<file path="config.mk">
export PLATFORM = sky130hd
export DESIGN_NAME = psum_collector
export DESIGN_NICKNAME = d
export VERILOG_FILES = /design/src/rtl/psum_collector.sv
export SDC_FILE = /design/constraint.sdc
export NUM_CORES = 1
export LEC_CHECK = 0
export BUFFER_PORTS_ARGS = -buffer_cell sky130_fd_sc_hd__buf_2
export CORE_UTILIZATION = 63
export CTS_BUF_LIST = sky130_fd_sc_hd__clkbuf_8
export DETAILED_ROUTE_END_ITERATION = 7
export GPL_TIMING_DRIVEN = 0
export PLACE_DENSITY = 0.82
export REMOVE_ABC_BUFFERS = 1
export SLEW_MARGIN = 25
export SYNTH_ARGS = -nofsm -noshare
export SYNTH_HDL_FRONTEND = slang
export SYNTH_SLANG_ARGS = --single-unit
</file>
<file path="constraint.sdc">
create_clock -name clk -period 3.81 [get_ports clk]
set_input_delay 0.5715 -clock clk [delete_from_list [all_inputs] [get_ports clk]]
set_output_delay 0.5715 -clock clk [all_outputs]
set_load 0.05 [all_outputs]
</file>
<file path="src/rtl/psum_collector.sv">
// Drain block for one PE column: tracks valid psums out of the last PE,
// accumulates K-tiled passes and queues finished results for downstream.
module psum_collector #(
  parameter int accumulationPar = 32,
  parameter int rows            = 4,
  parameter int passes          = 4,
  parameter int fifoDepth       = 4,
  localparam int idxW = (passes > 1) ? $clog2(passes) : 1
) (
  input  logic                       clk,
  input  logic                       rst,
  input  logic                       inj_valid,
  input  logic [accumulationPar-1:0] psumIn,
  input  logic                       flush,
  input  logic                       out_ready,
  output logic                       out_valid,
  output logic [accumulationPar-1:0] out_data,
  output logic [idxW-1:0]            pass_idx,
  output logic                       overflow
);

  localparam int L  = 2 * rows;
  localparam int aw = $clog2(fifoDepth);

  logic [L-1:0]               dly;
  logic                       psumValid;
  logic [accumulationPar-1:0] acc;
  logic [idxW-1:0]            passIdx;
  logic                       isLast;
  logic                       complete;
  logic [accumulationPar-1:0] result;

  logic [accumulationPar-1:0] mem [fifoDepth];
  logic [aw-1:0]              rdPtr;
  logic [aw-1:0]              wrPtr;
  logic [aw:0]                count;
  logic                       full;
  logic                       pop;
  logic                       doPush;
  logic                       ovf;

  assign psumValid = dly[L-1];
  assign isLast    = (passIdx == idxW'(passes - 1));
  assign complete  = psumValid && isLast && !flush;
  // First pass overwrites acc, so result never depends on a stale acc.
  assign result    = (passIdx == '0) ? psumIn : acc + psumIn;

  always_ff @(posedge clk) begin
    if (rst || flush) begin
      dly     <= '0;
      acc     <= '0;
      passIdx <= '0;
    end else begin
      dly <= {dly[L-2:0], inj_valid};
      if (psumValid) begin
        acc     <= result;
        passIdx <= isLast ? '0 : passIdx + 1'b1;
      end
    end
  end

  assign full   = (count == (aw + 1)'(fifoDepth));
  assign pop    = (count != '0) && out_ready;
  assign doPush = complete && (!full || pop);

  always_ff @(posedge clk) begin
    if (rst) begin
      for (int i = 0; i < fifoDepth; i++) begin
        mem[i] <= '0;
      end
      rdPtr <= '0;
      wrPtr <= '0;
      count <= '0;
      ovf   <= 1'b0;
    end else begin
      if (doPush) begin
        mem[wrPtr] <= result;
        wrPtr      <= wrPtr + 1'b1;
      end
      if (pop) begin
        rdPtr <= rdPtr + 1'b1;
      end
      if (doPush && !pop) begin
        count <= count + 1'b1;
      end else if (pop && !doPush) begin
        count <= count - 1'b1;
      end
      if (complete && full && !pop) begin
        ovf <= 1'b1;
      end
    end
  end

  assign out_valid = (count != '0);
  assign out_data  = out_valid ? mem[rdPtr] : '0;
  assign pass_idx  = passIdx;
  assign overflow  = ovf;

endmodule

</file>
==> reports/qor.txt, run 1 <==
share of power burned in registers - 45.9%
commonest non-fill, non-tap cells in the layout - nor2_1 (173), edfxtp_1 (128), buf_2 (72)
Post-synth EDFFs - 128
clk buf depth - 2
Synth Register Bits - 180
Internal Pwr Total - 3263 uW
Post-CTS Resized - 0
Final Skew - 10.54 ps
WS Path Type - flop to flop
MaxCap Viol Count - 0
Post-Synth Adder-Cell Area - 4.873%
FF-to-FF path depth - 6
Post-DP Area - 10150 um2
Comb power frac - 24.5%
Post-Synthesis Cells - 871
CTS tree - done
final wirelength - 21.04 mm
Area Growth Syn to Fin - 11.07%
die area - 15660 um2
initial DRC count - 570
Final nets - 992
complex-gate fraction of the synthesized area - 12.73%
number of core rows - 44
mux share of post-synthesis cell area - 9.680%
Hold Buf Count CTS - 0
post-route cell area - 10610 um2
DRC - 0
# IOs - 73
Hold Vio Cnt, Final - 0
worst setup margin - 315.0 ps
vias per inst - 6.182
global route overflow - 0
Routed Antenna Nets - 0
simple-gate share of the synthesized area - 16.31%
Top FF cell, synth - edfxtp_1
RePlAce Congestion - 0.8955
Place WS - 160.6 ps
Yosys cell types - 68
Skew-Pair Late Insertion Delay - 470 ps
Mapped Area - 9552 um2
final worst path period need - 3495 ps
ant diodes - 0
GRT Overall Usage - 27.87%
IO buf count - 72
# H-tree levels - 4
initial antenna violation count - 0
# setup viols final - 0
Worst Path Required - 3990 ps
Synth warnings - 0
Pins Over Slew Limit - 0
Clock transition at path regs - 80 ps
global-route wire length before repair - 33.47 mm
TNS Setup - 0 ps
worst hold path class - input pin to flop
relative slew slack - 35.87%
core area - 14640 um2
sequential fraction of the synthesis area - 51.14%
Sw Pwr - 1579 uW
status - finished clean
vias in the first global route - 6621
power density cells - 456.4 nW/um2
Die Y - 125.1 um
Avg Inst Size Synth - 10.97 um2
Die X - 125.1 um
Pleak - 0.004236 uW
sw frac - 32.61%
Post-CTS Setup Repair Bufs - 0
CP Max Fanout - 34
worst hold slack - 304.1 ps
DP HPWL - 13.94 mm
drt pass-1 iters - 8
clock sink count - 180
commonest non-fill, non-tap cell in the layout - nor2_1
Slew @ Worst Pin - 961.9 ps
Cells on Worst Hold Path - 2
total CTS buffers - 17
CTS root buffer - clkbuf_8
routed via count - 6899
fin crit share - 91.73%
RSZ-0062 raised after global routing - false
routed len/inst - 18.85 um
largest net degree at the start of global routing - 66
post-synthesis xor/xnor area fraction - 2.567%
fraction of registers with async set/reset - 0%
CP Data Arrival Time - 3670 ps
CP Launch Type - flop
share of cells above drive strength 1 - 19.10%
initial core utilization - 65.23%
Peak VDD IR - 0.2605 mV
Max Clk Rate - 0.2861 GHz
main combinational cell family by area after synthesis - simple AND/OR/NAND/NOR gates
clock share of power - 29.6%
Crit. End Element - flop
filler instances - 1008
state kept, by name, indices dropped and copies added, names as in the netlist, named ones only:
signal and flops:
acc 32, count 3, dly 8, mem 128, overflow 1, pass_idx 2
rdPtr 2, wrPtr 2
final timing paths:
path                                   end       from  slack (ps)
worst max-delay path            mem[0][13]     dly[7]         320
worst min-delay path                dly[0]  inj_valid         300
worst max register to register  mem[0][13]     dly[7]         320
worst min register to register      dly[5]     dly[4]         430
routing by layer:
metal / part of all wire [%] / vias to the layer above / routed length (um) / global-route usage, %
li1: - / 3283 / - / -
met1: 41 / 3306 / 8589 / 36.08
met2: 49 / 270 / 10270 / 46.80
met3: 7.8 / 40 / 1636 / 5.178
met4: 2.6 / 0 / 546 / 10.90
met5: 0 / - / 0 / 0
worst max-delay path, cell delays in order, from the launching register on:
cell and delay, ps:
dfxtp_4 650, nand2_1 160, nor3_2 340, nand2b_2 380
or3_2 890, nand2b_2 500, buf_16 230
cell families after synthesis:
logic type	after synthesis
XOR/XNOR	28
AND/OR/NAND/NOR	328
flip-flops	180
AO/OA/AOI/OAI	181
adder cells (fa/ha/maj)	36
buffers and inverters	67
multiplexers	51
final cells by class:
type,instances,area [um2],area share (%)
Multi-Input combinational cell,624,4437,41.82
Inverter,16,60.06,0.5661
Clock inverter,12,160.2,1.510
Timing Repair Buffer,80,553.0,5.213
Tap cell,184,230.2,2.170
Sequential cell,180,4893,46.13
Clock buffer,20,275.3,2.595
through the flow:
step	total power, uW	util, %	cells
after CTS	4855	72.30	1115
after detailed placement	3460	69.33	1083
after global routing	5002	72.45	1116
final	4841	72.45	1116
after floorplan	3151	-	820
after global placement	3428	67.91	1076
synthesized netlist by cell type, types with 7 or more instances:
master | count | area (um2)
ha_1 | 34 | 425.4
a21oi_1 | 71 | 355.3
a211oi_1 | 16 | 120.1
o21ai_0 | 31 | 155.2
a21o_1 | 12 | 90.09
xor2_1 | 12 | 105.1
xnor2_1 | 16 | 140.1
inv_1 | 16 | 60.06
nand2b_1 | 17 | 106.4
nor3_1 | 9 | 45.04
dfxtp_1 | 52 | 1041
edfxtp_1 | 128 | 3844
nand3_1 | 12 | 60.06
mux4_2 | 32 | 720.7
nor2_1 | 174 | 653.1
nand2_1 | 33 | 123.9
mux2i_1 | 17 | 170.2
o211ai_1 | 7 | 52.55
buf_1 | 7 | 26.28
and2_1 | 40 | 250.2
clkbuf_1 | 39 | 146.4
power by group through the flow:
stage / sequential, uW / clock (uW) / combinational (uW)
floorplan: 2250 / 0 / 901
global placement: 2270 / 0 / 1150
detailed placement: 2270 / 0 / 1190
CTS: 2220 / 1440 / 1190
global route: 2240 / 1510 / 1250
finish: 2220 / 1430 / 1190
Power figures use the tool's default switching activity.
==> run 2, diff against run 1 <==
Settings changed: CELL_PAD_IN_SITES_DETAIL_PLACEMENT set to 1, CELL_PAD_IN_SITES_GLOBAL_PLACEMENT set to 2, CORE_UTILIZATION 63 to 42.
==> run 2 against run 1 <==
- utilization decreased by 24 points
- critical path depth up 1
- clock-buffer cell count down 3
- sequential power hardly changed
- routed wire length rose by 18%
- register-to-register slack hardly changed
- final cell count increased by 8.7%
- maximum frequency rose by 0.10%
- hold slack improved by 4.0 ps
- highest routed layer unchanged
==> reports/qor.txt, run 2 (synthesized netlist as in run 1, its figures left out) <==
RSZ-0062 raised after global routing - false (unchanged)
Top Family by Delay on Critical Path - simple AND/OR/NAND/NOR gates (unchanged)
MaxCap Viol Count - 0 (unchanged)
FF-to-FF setup slack - 320 ps (about the same)
Crit. End Element - flop (unchanged)
Die X - 152.8 um (was 125.1 um)
Hold Vio Cnt, Final - 0 (unchanged)
Internal Pwr Total - 3112 uW (was 3263 uW)
Clock transition at path regs - 100 ps (was 80 ps)
Cells on Worst Hold Path - 2 (unchanged)
Worst Path Required - 3960 ps (was 3990 ps)
FF-to-FF path depth - 7 (was 6)
DRC - 0 (unchanged)
CTS root buffer - clkbuf_8 (unchanged)
vias in the first global route - 7267 (was 6621)
final worst path period need - 3491 ps (was 3495 ps)
clk buf depth - 2 (unchanged)
die area - 23350 um2 (was 15660 um2)
post-route cell area - 10740 um2 (was 10610 um2)
worst hold path class - input pin to flop (unchanged)
Place WS - 11.98 ps (was 160.6 ps)
number of core rows - 54 (was 44)
WS Path Type - flop to flop (unchanged)
total CTS buffers - 17 (unchanged)
status - finished clean (unchanged)
Multi-input gate area - 4461 um2 (was 4437 um2)
CP Max Fanout - 34 (unchanged)
initial antenna violation count - 0 (unchanged)
power density cells - 447.2 nW/um2 (was 456.4 nW/um2)
# H-tree levels - 4 (unchanged)
Sw Pwr - 1689 uW (was 1579 uW)
Slew @ Worst Pin - 831.4 ps (was 961.9 ps)
ant diodes - 0 (unchanged)
FF+latch area - 4893 um2 (unchanged)
worst setup margin - 318.7 ps (was 315.0 ps)
Die Y - 152.8 um (was 125.1 um)
global route overflow - 0 (unchanged)
GRT Overall Usage - 22.40% (was 27.87%)
Comb power frac - 26.2% (was 24.5%)
# setup viols final - 0 (unchanged)
commonest non-fill, non-tap cells in the layout - nor2_1 (173), edfxtp_1 (128), buf_2 (72) (unchanged)
R2R Path Start - dly[7] (unchanged)
core area - 22090 um2 (was 14640 um2)
Peak VDD IR - 0.2057 mV (was 0.2605 mV)
Pleak - 0.004217 uW (was 0.004236 uW)
TNS Setup - 0 ps (unchanged)
drt pass-1 iters - 7 (was 8)
Pins Over Slew Limit - 0 (unchanged)
Final nets - 993 (was 992)
Skew-Pair Late Insertion Delay - 460 ps (was 470 ps)
largest net degree at the start of global routing - 48 (was 66)
clock sink count - 180 (unchanged)
crit-path cells - nand2_1 > nor3_2 > nand2b_2 > buf_16 > or2_2 > nand2b_4 > buf_12 (was nand2_1 > nor3_2 > nand2b_2 > or3_2 > nand2b_2 > buf_16)
sw frac - 35.18% (was 32.61%)
largest register by flop count - mem (unchanged)
routed via count - 6794 (was 6899)
IO buf count - 72 (unchanged)
Final Power - 4801 uW (was 4841 uW)
vias per inst - 5.601 (was 6.182)
CP Data Arrival Time - 3640 ps (was 3670 ps)
initial DRC count - 298 (was 570)
met1 WL - 11.45 mm (was 8.589 mm)
met2 WL - 12.43 mm (was 10.27 mm)
CTS tree - done (unchanged)
Post-DP Area - 10300 um2 (was 10150 um2)
slowest stage cell, crit path - dfxtp_4 (was or3_2)
max FFs per register - 128 (unchanged)
filler instances - 2364 (was 1008)
Max Clk Rate - 0.2864 GHz (was 0.2861 GHz)
Crit. path cell count - 7 (was 6)
Routed Antenna Nets - 0 (unchanged)
fin crit share - 91.64% (was 91.73%)
final wirelength - 24.85 mm (was 21.04 mm)
max layer used - met4 (unchanged)
Largest regs - mem (128), acc (32), dly (8) (unchanged)
max incr delay on CP - 700 ps (was 890 ps)
commonest non-fill, non-tap cell in the layout - nor2_1 (unchanged)
Area Growth Syn to Fin - 12.39% (was 11.07%)
CP Launch Type - flop (unchanged)
relative slew slack - 44.57% (was 35.87%)
routed len/inst - 20.48 um (was 18.85 um)
hold path startpoint - inj_valid (unchanged)
RePlAce Congestion - 0.7939 (was 0.8955)
worst path bufs/invs - 2 (was 1)
Final Skew - 28.38 ps (was 10.54 ps)
WL met3 - 702 um (was 1.636 mm)
share of cells above drive strength 1 - 19.51% (was 19.10%)
DP HPWL - 16.88 mm (was 13.94 mm)
initial core utilization - 43.23% (was 65.23%)
# IOs - 73 (unchanged)
Worst Setup SP - dly[7] (unchanged)
global-route wire length before repair - 39.87 mm (was 33.47 mm)
clock share of power - 28.1% (was 29.6%)
share of power burned in registers - 45.7% (was 45.9%)
## run 2: changes by cell type in the layout (fill, tap and decap cells not counted), moves of 2 or more
cell	change
nand2b_2	-2
inv_1	-5
clkinvlp_4	+2
bufinv_16	-2
inv_6	+5
inv_4	-2
clkbuf_8	-3
nand2b_4	+2
inv_8	+2
buf_12	+3
clkinv_1	+2
## run 2: final cells by class
type	count	share of cell area (%)
clock buffers	17	2.179
clock inverters	15	1.550
inverters	16	0.5594
multi-input cells	624	41.55
flip-flops and latches	180	45.58
well taps	280	3.263
repair buffers	81	5.315
## run 2: layer usage
layer | vias to the layer above | GRT usage (%)
met4 | 0 | 5.868
met5 | - | 0
met1 | 3398 | 29.21
li1 | 3274 | -
met3 | 17 | 2.503
met2 | 105 | 39.54
## run 2: through the flow
step / hold WS, ps / util (%) / std cells
finish: 308.0 / 48.59 / 1213
global route: 281.1 / 48.59 / 1213
CTS: 277.8 / 48.50 / 1213
detailed placement: 415.8 / 46.60 / 1180
global placement: 408.7 / 45.55 / 1172
floorplan: 405.7 / - / 820
## run 2: repair_timing
item / 4_1_cts / 5_1_grt
hold buffers: 0 / 0
endpoints found under the setup margin: 20 / 28
buffers inserted: 1 / 0
gates resized for setup: 0 / 2
pin swaps: 0 / 0
## run 2: power groups by stage
stage	logic, uW	clock network, uW	registers, uW
finish	1260	1350	2190
global route	1340	1450	2200
CTS	1280	1380	2200
detailed placement	1270	0	2240
global placement	1210	0	2280
floorplan	901	0	2250
## run 2: final timing paths
check,to
hold / removal,dly[0]
hold reg to reg,dly[6]
setup reg to reg,mem[1][14]
setup / recovery,mem[1][14]
